$ cat config.mk
export PLATFORM = sky130hd
export DESIGN_NAME = port_ring_launch
export DESIGN_NICKNAME = d
export VERILOG_FILES = /design/src/rtl/port_ring_launch.sv
export SDC_FILE = /design/constraint.sdc
export NUM_CORES = 1
export LEC_CHECK = 0
export CAP_MARGIN = 20
export CORE_MARGIN = 3
export CORE_UTILIZATION = 39
export CTS_BUF_LIST = sky130_fd_sc_hd__clkbuf_8
export DETAILED_ROUTE_END_ITERATION = 10
export GPL_TIMING_DRIVEN = 0
export HOLD_SLACK_MARGIN = 0.08
export PLACE_DENSITY = 0.82
export SYNTH_ARGS = -nofsm -noshare
export SYNTH_HDL_FRONTEND = slang
export SYNTH_SLANG_ARGS = --single-unit
$ cat constraint.sdc
create_clock -name clk -period 2.61 [get_ports clk]
set_clock_uncertainty 0.2 [all_clocks]
set_input_delay 0.522 -clock clk [delete_from_list [all_inputs] [get_ports clk]]
set_output_delay 0.522 -clock clk [all_outputs]
set_load 0.005 [all_outputs]
$ cat src/rtl/port_ring_launch.sv
// Ring launcher: pairs lookup port vectors with receive-FIFO packets
// and injects {command word, data words} onto the local ring tap.
//
// Ports:
//   clk, reset        clock, synchronous active-high reset
//   lkr_*             lookup result channel (srdy/drdy, pvec)
//   prx_*             receive word channel (srdy/drdy, data)
//   lfli_*            ring tap injection channel (srdy/drdy, data)
//   pkt_cnt           packets launched
//   drop_cnt          packets dropped (no destination besides self)
//   trunc_cnt         packets truncated at max_words
//
// Build option: define PORT_RING_LAUNCH_STATS_EN to implement the
// three statistics counters; otherwise they read as constant 0.

module port_ring_launch #(
  parameter int rdp_sz    = 64,
  parameter int num_ports = 4,
  parameter int portnum   = 0,
  parameter int max_words = 256
) (
  input  logic                 clk,
  input  logic                 reset,
  input  logic                 lkr_srdy,
  output logic                 lkr_drdy,
  input  logic [num_ports-1:0] lkr_pvec,
  input  logic                 prx_srdy,
  output logic                 prx_drdy,
  input  logic [rdp_sz-1:0]    prx_data,
  output logic                 lfli_srdy,
  input  logic                 lfli_drdy,
  output logic [rdp_sz-1:0]    lfli_data,
  output logic [15:0]          pkt_cnt,
  output logic [15:0]          drop_cnt,
  output logic [15:0]          trunc_cnt
);

  localparam int cw = $clog2(max_words) + 1;

  localparam logic [num_ports-1:0] port_mask =
    num_ports'(1) << portnum;

  typedef enum logic [1:0] {
    s_idle,
    s_data,
    s_drop
  } state_e;

  state_e state_q;
  state_e state_d;

  logic [cw-1:0]        cnt_q;
  logic [cw-1:0]        cnt_d;
  logic                 ovld_q;
  logic                 ovld_d;
  logic [rdp_sz-1:0]    odata_q;
  logic [rdp_sz-1:0]    odata_d;

  logic [num_ports-1:0] eff;
  logic                 eff_zero;
  logic                 oready;
  logic                 eop_in;
  logic [cw-1:0]        cnt_inc;
  logic                 cnt_full;
  logic [rdp_sz-1:0]    cmd_word;
  logic [rdp_sz-1:0]    data_word;

  logic                 ld_cmd;
  logic                 ld_data;
  logic                 inc_pkt;
  logic                 inc_drop;
  logic                 inc_trunc;

  // ---------------------------------------------------------------
  // Shared decode
  // ---------------------------------------------------------------
  assign eff      = lkr_pvec & ~port_mask;
  assign eff_zero = (eff == '0);
  assign oready   = ~ovld_q | lfli_drdy;
  assign eop_in   = prx_data[rdp_sz-2];
  assign cnt_inc  = cnt_q + cw'(1);
  assign cnt_full = (cnt_inc == cw'(max_words));

  always_comb begin
    cmd_word                = '0;
    cmd_word[rdp_sz-1]      = 1'b1;
    cmd_word[num_ports-1:0] = eff;
  end

  // Data words never carry the PVEC flag; the word that hits the
  // length limit gets EOP so the ring sees a closed packet.
  always_comb begin
    data_word           = prx_data;
    data_word[rdp_sz-1] = 1'b0;
    data_word[rdp_sz-2] = eop_in | cnt_full;
  end

  // ---------------------------------------------------------------
  // FSM: state register
  // ---------------------------------------------------------------
  always_ff @(posedge clk) begin
    if (reset) begin
      state_q <= s_idle;
    end else begin
      state_q <= state_d;
    end
  end

  // ---------------------------------------------------------------
  // FSM: next state
  // ---------------------------------------------------------------
  always_comb begin
    state_d = state_q;
    unique case (state_q)
      s_idle: begin
        if (lkr_srdy) begin
          if (eff_zero) begin
            state_d = s_drop;
          end else if (oready) begin
            state_d = s_data;
          end
        end
      end
      s_data: begin
        if (prx_srdy & oready) begin
          if (eop_in) begin
            state_d = s_idle;
          end else if (cnt_full) begin
            state_d = s_drop;
          end
        end
      end
      s_drop: begin
        if (prx_srdy & eop_in) begin
          state_d = s_idle;
        end
      end
      default: begin
        state_d = s_idle;
      end
    endcase
  end

  // ---------------------------------------------------------------
  // FSM: outputs
  // ---------------------------------------------------------------
  always_comb begin
    lkr_drdy  = 1'b0;
    prx_drdy  = 1'b0;
    ld_cmd    = 1'b0;
    ld_data   = 1'b0;
    inc_pkt   = 1'b0;
    inc_drop  = 1'b0;
    inc_trunc = 1'b0;
    unique case (state_q)
      s_idle: begin
        // A self-only lookup is retired even when the output
        // register is busy, since it produces no ring word.
        if (lkr_srdy) begin
          if (eff_zero) begin
            lkr_drdy = 1'b1;
            inc_drop = 1'b1;
          end else if (oready) begin
            lkr_drdy = 1'b1;
            ld_cmd   = 1'b1;
            inc_pkt  = 1'b1;
          end
        end
      end
      s_data: begin
        prx_drdy  = oready;
        ld_data   = prx_srdy & oready;
        inc_trunc = ld_data & ~eop_in & cnt_full;
      end
      s_drop: begin
        prx_drdy = 1'b1;
      end
      default: begin
        prx_drdy = 1'b0;
      end
    endcase
  end

  // ---------------------------------------------------------------
  // Output register and word counter
  // ---------------------------------------------------------------
  always_comb begin
    cnt_d   = cnt_q;
    ovld_d  = ovld_q;
    odata_d = odata_q;
    if (lfli_drdy) begin
      ovld_d = 1'b0;
    end
    if (ld_cmd) begin
      cnt_d   = '0;
      ovld_d  = 1'b1;
      odata_d = cmd_word;
    end else if (ld_data) begin
      cnt_d   = cnt_inc;
      ovld_d  = 1'b1;
      odata_d = data_word;
    end
  end

  always_ff @(posedge clk) begin
    if (reset) begin
      cnt_q   <= '0;
      ovld_q  <= 1'b0;
      odata_q <= '0;
    end else begin
      cnt_q   <= cnt_d;
      ovld_q  <= ovld_d;
      odata_q <= odata_d;
    end
  end

  assign lfli_srdy = ovld_q;
  assign lfli_data = odata_q;

  // ---------------------------------------------------------------
  // Statistics
  // ---------------------------------------------------------------
`ifdef PORT_RING_LAUNCH_STATS_EN
  logic [15:0] pkt_cnt_q;
  logic [15:0] pkt_cnt_d;
  logic [15:0] drop_cnt_q;
  logic [15:0] drop_cnt_d;
  logic [15:0] trunc_cnt_q;
  logic [15:0] trunc_cnt_d;

  always_comb begin
    pkt_cnt_d   = pkt_cnt_q + {15'd0, inc_pkt};
    drop_cnt_d  = drop_cnt_q + {15'd0, inc_drop};
    trunc_cnt_d = trunc_cnt_q + {15'd0, inc_trunc};
  end

  always_ff @(posedge clk) begin
    if (reset) begin
      pkt_cnt_q   <= '0;
      drop_cnt_q  <= '0;
      trunc_cnt_q <= '0;
    end else begin
      pkt_cnt_q   <= pkt_cnt_d;
      drop_cnt_q  <= drop_cnt_d;
      trunc_cnt_q <= trunc_cnt_d;
    end
  end

  assign pkt_cnt   = pkt_cnt_q;
  assign drop_cnt  = drop_cnt_q;
  assign trunc_cnt = trunc_cnt_q;
`else
  logic unused_stats;
  assign unused_stats = inc_pkt | inc_drop | inc_trunc;
  assign pkt_cnt      = '0;
  assign drop_cnt     = '0;
  assign trunc_cnt    = '0;
`endif

endmodule

# Word-level counts from Yosys, hierarchy flattened
# Cells that the tools add are included.
[word_totals] register_bits=76 in_bits=73 out_inout_bits=115 elab_cells=47
[classes] addsub=1 eq_ne=8 mux=22 bitwise=5 n_reduce_logical=6
[ops] cell="64-bit 2-to-1 mux" count=2
[ops] cell="2-bit 2-to-1 mux" count=7
[ops] cell="1-bit 2-to-1 mux" count=11
[ops] cell="9-bit by 1-bit adder with 9-bit output, second input constant" count=1
[ops] cell="9-bit == test, second input constant" count=1
[ops] cell="2-bit inequality test, second input constant" count=3
[ops] cell="3-bit inequality test, second input constant" count=2
[ops] cell="2-bit case mux with 3 select lines" count=1
[ops] cell="5-bit AND reduction" count=1
[ops] cell="4-bit zero test" count=1
[ops] cell="3-bit nonzero test" count=1
[ops] cell="1-bit AND" count=2
[ops] cell="2-bit by 1-bit == test with 1-bit output, second input constant" count=1
[ops] cell="2-bit == test, second input constant" count=1
[ops] cell="2-bit zero test" count=1
[ops] cell="1-bit OR" count=2
[ops] cell="1-bit case mux with 2 select lines" count=1
[ops] cell="2-bit nonzero test" count=1
[ops] cell="2-bit OR reduction" count=1
[ops] cell="1-bit NOT" count=1

# Logic depth before layout (Yosys ltp)
[depth] ltp_word=7 mapped_depth=9 mapped_depth_nobuf=7

# Worst setup path before layout
# Ideal clock, no wire load.
[synth_path] kind="register to register" from="register state_q[1]" to="register odata_q[19] (netlist: lfli_data[19])" setup_ns=0.119 t_arrival_ns=1.507 required_ns=2.291 slack_ns=0.783 path_stages_with_launch=10 path_buffers=3 period_less_slack_ns=1.827 path_cell_list="dfxtp_1 inv_1 ha_1 nor2b_1 nand3_2 nand2b_1 buf_2 buf_6 buf_2 a21oi_1"
[synth_via] elab_chain_len=3 elab_cells_between_ends=5 cone_classes="1 x eq/ne; 2 x mux; 2 x reduce/logical"
[synth_lines] element="start: declaration" line_no="49" source="state_e state_q;"
[synth_lines] element="start signal: assignment" line_no="103" source="state_q <= s_idle;"
[synth_lines] element="start signal: assignment" line_no="105" source="state_q <= state_d;"
[synth_lines] element="2-bit zero test" line_no="155" source="unique case (state_q)"
[synth_lines] element="1-bit 2-to-1 mux" line_no="155"
[synth_lines] element="2-bit OR reduction (no source line)"
[synth_lines] element="end signal: assignment" line_no="213" source="odata_q <= odata_d;"
[synth_lines] element="end: declaration" line_no="56" source="logic [rdp_sz-1:0] odata_q;"
# Several ways; a longest one is shown, not always the timed one.
# A chain may end at the register's enable or synchronous reset.

# Worst setup path in the final report
[layout_path] from="input lfli_drdy" to="output lkr_drdy"
[layout_via] elab_chain_len=5
[layout_lines] element="start: declaration" line_no="31" source="input logic lfli_drdy,"
[layout_lines] element="1-bit OR" line_no="79" source="assign oready = ~ovld_q | lfli_drdy;"
[layout_lines] element="1-bit 2-to-1 mux" line_no="163" source="end else if (oready) begin"
[layout_lines] element="1-bit 2-to-1 mux" line_no="160" source="if (eff_zero) begin"
[layout_lines] element="1-bit 2-to-1 mux" line_no="159" source="if (lkr_srdy) begin"
[layout_lines] element="1-bit 2-to-1 mux" line_no="155"
[layout_lines] element="end: declaration" line_no="25" source="output logic lkr_drdy,"
# No other way between the ends.

==> key figures <==
STA
  – Setup Viol. Count Final: 0
  – Final Hold Vio Count: 0
  – Final period util: 98.5%
  – Final Max Slew Viols: 0
  – Setup ws final: 0.0384 ns
  – RSZ-0062 raised after global routing: no
  – Period minus WS final: 2.57 ns
  – F_max: 0.389 GHz

Worst setup path
  – Max FO, Critical Path: 8
  – Req. time, crit path: 1.89 ns
  – Reg2Reg Capture Point: lfli_data[7]
  – CP Class: in -> out
  – Worst R2R Path Depth: 8
  – Worst reg2reg startpoint: state_q[0]
  – CP Capture Type: primary output
  – Most used cell, CP: clkdlybuf4s50_1
  – Worst path max stage delay: 0.50 ns
  – Worst setup SP type: primary input
  – Arr. time, crit path: 1.85 ns
  – R2R Setup Slk: 0.42 ns
  – Slowest-stage cell, CP: clkdlybuf4s50_1
  – CP Cell Sequence: clkdlybuf4s50_1, nand2b_1, buf_6, o211a_1, clkdlybuf4s50_1

CTS
  – Max clock buf depth: 2
  – CTS tree: done
  – Hold-fix buffers, CTS: 0
  – Root Buffer: clkbuf_8
  – # H-tree levels: 3
  – Worst-Skew Late Latency: 0.33 ns
  – Total CTS buffers: 9
  – Clock Pin Slew Worst Setup and Hold Paths: 0.07 ns
  – Clock sink count: 76

Min path
  – Worst Hold Depth: 2
  – Startpoint of the worst hold path: lfli_data[24]
  – Hold endpoint: lfli_data[24]
  – Hold WC Path Type: reg -> reg

Floorplan
  – Core area: 0.00797 sq mm
  – Die Wd: 97.9 um
  – FP Rows: 32
  – Ports: 188
  – Initial Util: 41.3%
  – Die area: 0.00958 sq mm
  – Die height: 97.9 um

Global routing
  – Antenna violations before repair: 0
  – First-pass GRT wire length: 14900 um
  – Largest net degree at the start of global routing: 13
  – Vias in the first global route: 3197
  – Gr ovfl total: 0
  – All-layer global routing usage: 19.0%

Final layout
  – Layout cells sized above 1: 14.5%
  – Non-filler cells, final: 715
  – Area Overhead vs Synth: 57.3%
  – Most common library cell in the layout ignoring fill and taps: nand2_1
  – Diode count: 0
  – Nets: 685
  – Most frequent cells in the layout: nand2_1 (135), clkdlybuf4s50_1 (133), dfxtp_1 (76)

Placed design
  – Placed cells: 698
  – Placed wire-length estimate: 7080 um
  – PortBufs: 136
  – Dpl ws: -0.0920 ns
  – Global placement routability congestion: 0.822

Drt
  – Average wire per standard cell: 12.7 um
  – Vias after detailed routing: 3259
  – Drt via density: 4.56
  – Initial DRC Count: 88
  – DRT Wirelength: 9100 um
  – Antenna viol nets, final: 0
  – DRC Markers: 0
  – 1st-pass router iterations: 4

Yosys
  – Synth Area per Inst: 7.97 sq um
  – Post-synth EDFFs: 0
  – Async S/R FF share, synth: 0%
  – Yosys Warn Count: 0
  – Mapped Area: 0.00329 sq mm
  – Main flop type after synthesis: dfxtp_1
  – Count of cell types in the netlist: 36
  – Sequential share of the synthesized area: 46.2%
  – Cell count after synthesis: 413
  – FF+latch count, synth: 76

Pwr
  – Worst VDD drop: 0.410 mV
  – Pleak: 2.03 nW
  – Final Power: 3.37 mW
  – Power density over the cells: 650 mW/mm^2

Run
  – Max cap viols: 0

Outcome
  – Status: complete, no violations
what timing repair did:
item	CTS	global route
buffers inserted	1	0
resized for setup	2	3
setup endpoints to repair	2	1
pin swaps	1	1
power by group:
group / total, mW / switching, mW / internal (mW)
Clock: 0.904 / 0.416 / 0.488
Combinational: 1.13 / 0.581 / 0.546
Sequential: 1.34 / 0.0594 / 1.28
Total: 3.37 / 1.06 / 2.31
through the flow:
stage / util, % / instance area (sq um) / setup TNS, ns / hold slack (ns)
detailed placement: 62.2 / 4960 / -0.125 / 0.246
CTS: 64.9 / 5170 / 0 / 0.257
global placement: 62.2 / 4960 / -0.0793 / 0.241
global route: 65.0 / 5180 / 0 / 0.274
floorplan: - / 3470 / 0 / 0.250
finish: 65.0 / 5180 / 0 / 0.254
kinds of logic (layout without fill, tap and decap cells):
group,after synthesis,in the layout,synth area share (%)
buffers and inverters,78,231,15.3
flip-flops,76,76,46.2
adder cells (fa/ha/maj),4,4,1.52
XOR/XNOR,8,8,2.13
other,1,48,0.114
AND/OR/NAND/NOR,169,169,21.0
AO/OA/AOI/OAI,77,77,13.7
worst max path at each step:
stage | from | to | slack [ns]
floorplan | state_q[1] | lfli_data[19] | 0.78
global placement | lfli_drdy | prx_drdy | -0.06
detailed placement | lfli_drdy | prx_drdy | -0.09
CTS | lfli_drdy | lkr_drdy | 0.02
global route | lfli_drdy | lkr_drdy | 0.008
finish | lfli_drdy | lkr_drdy | 0.04
state kept, by name, summed over array words and instances (netlist names):
name and cells:
state_q 2, cnt_q 9, lfli_srdy 1, lfli_data 64
final cells by class:
type / count / area (sq um)
Timing Repair Buffer: 137 / 1370
Fill cell: 686 / 2790
Tap cell: 102 / 128
Multi-Input combinational cell: 306 / 1440
Clock buffer: 11 / 151
Clock inverter: 5 / 51.3
Buffer: 73 / 492
Inverter: 5 / 18.8
Sequential cell: 76 / 1520
routing by layer:
metal / share of wire, % / global-route usage (%) / vias up
met5: 0 / 0 / -
met4: 2.8 / 8.63 / 0
met3: 11 / 8.00 / 18
met2: 49 / 32.4 / 133
met1: 37 / 20.4 / 1477
li1: - / - / 1631
cell usage after synthesis, types with 2 or more instances:
| master | instances | share of area (%) |
|---|---|---|
| nand2_1 | 135 | 15 |
| dfxtp_1 | 76 | 46 |
| a21oi_1 | 63 | 9.6 |
| buf_4 | 49 | 11 |
| buf_2 | 16 | 2.4 |
| nor2_1 | 14 | 1.6 |
| clkbuf_1 | 6 | 0.68 |
| xnor2_1 | 6 | 1.6 |
| inv_1 | 5 | 0.57 |
| nor3_1 | 5 | 0.76 |
| ha_1 | 4 | 1.5 |
| a311oi_1 | 3 | 0.80 |
| nand3_1 | 3 | 0.46 |
| nand2b_1 | 2 | 0.38 |
| nand4_1 | 2 | 0.38 |
| nor2b_1 | 2 | 0.38 |
| o31ai_1 | 2 | 0.46 |
| xor2_1 | 2 | 0.53 |
worst max-delay path, delay by kind of cell:
family / cells / cell delay (ns)
buf+inv: 3 / 1.07
compound gates: 1 / 0.15
simple gates: 1 / 0.11
No activity file was read; power rests on OpenSTA's default activity.
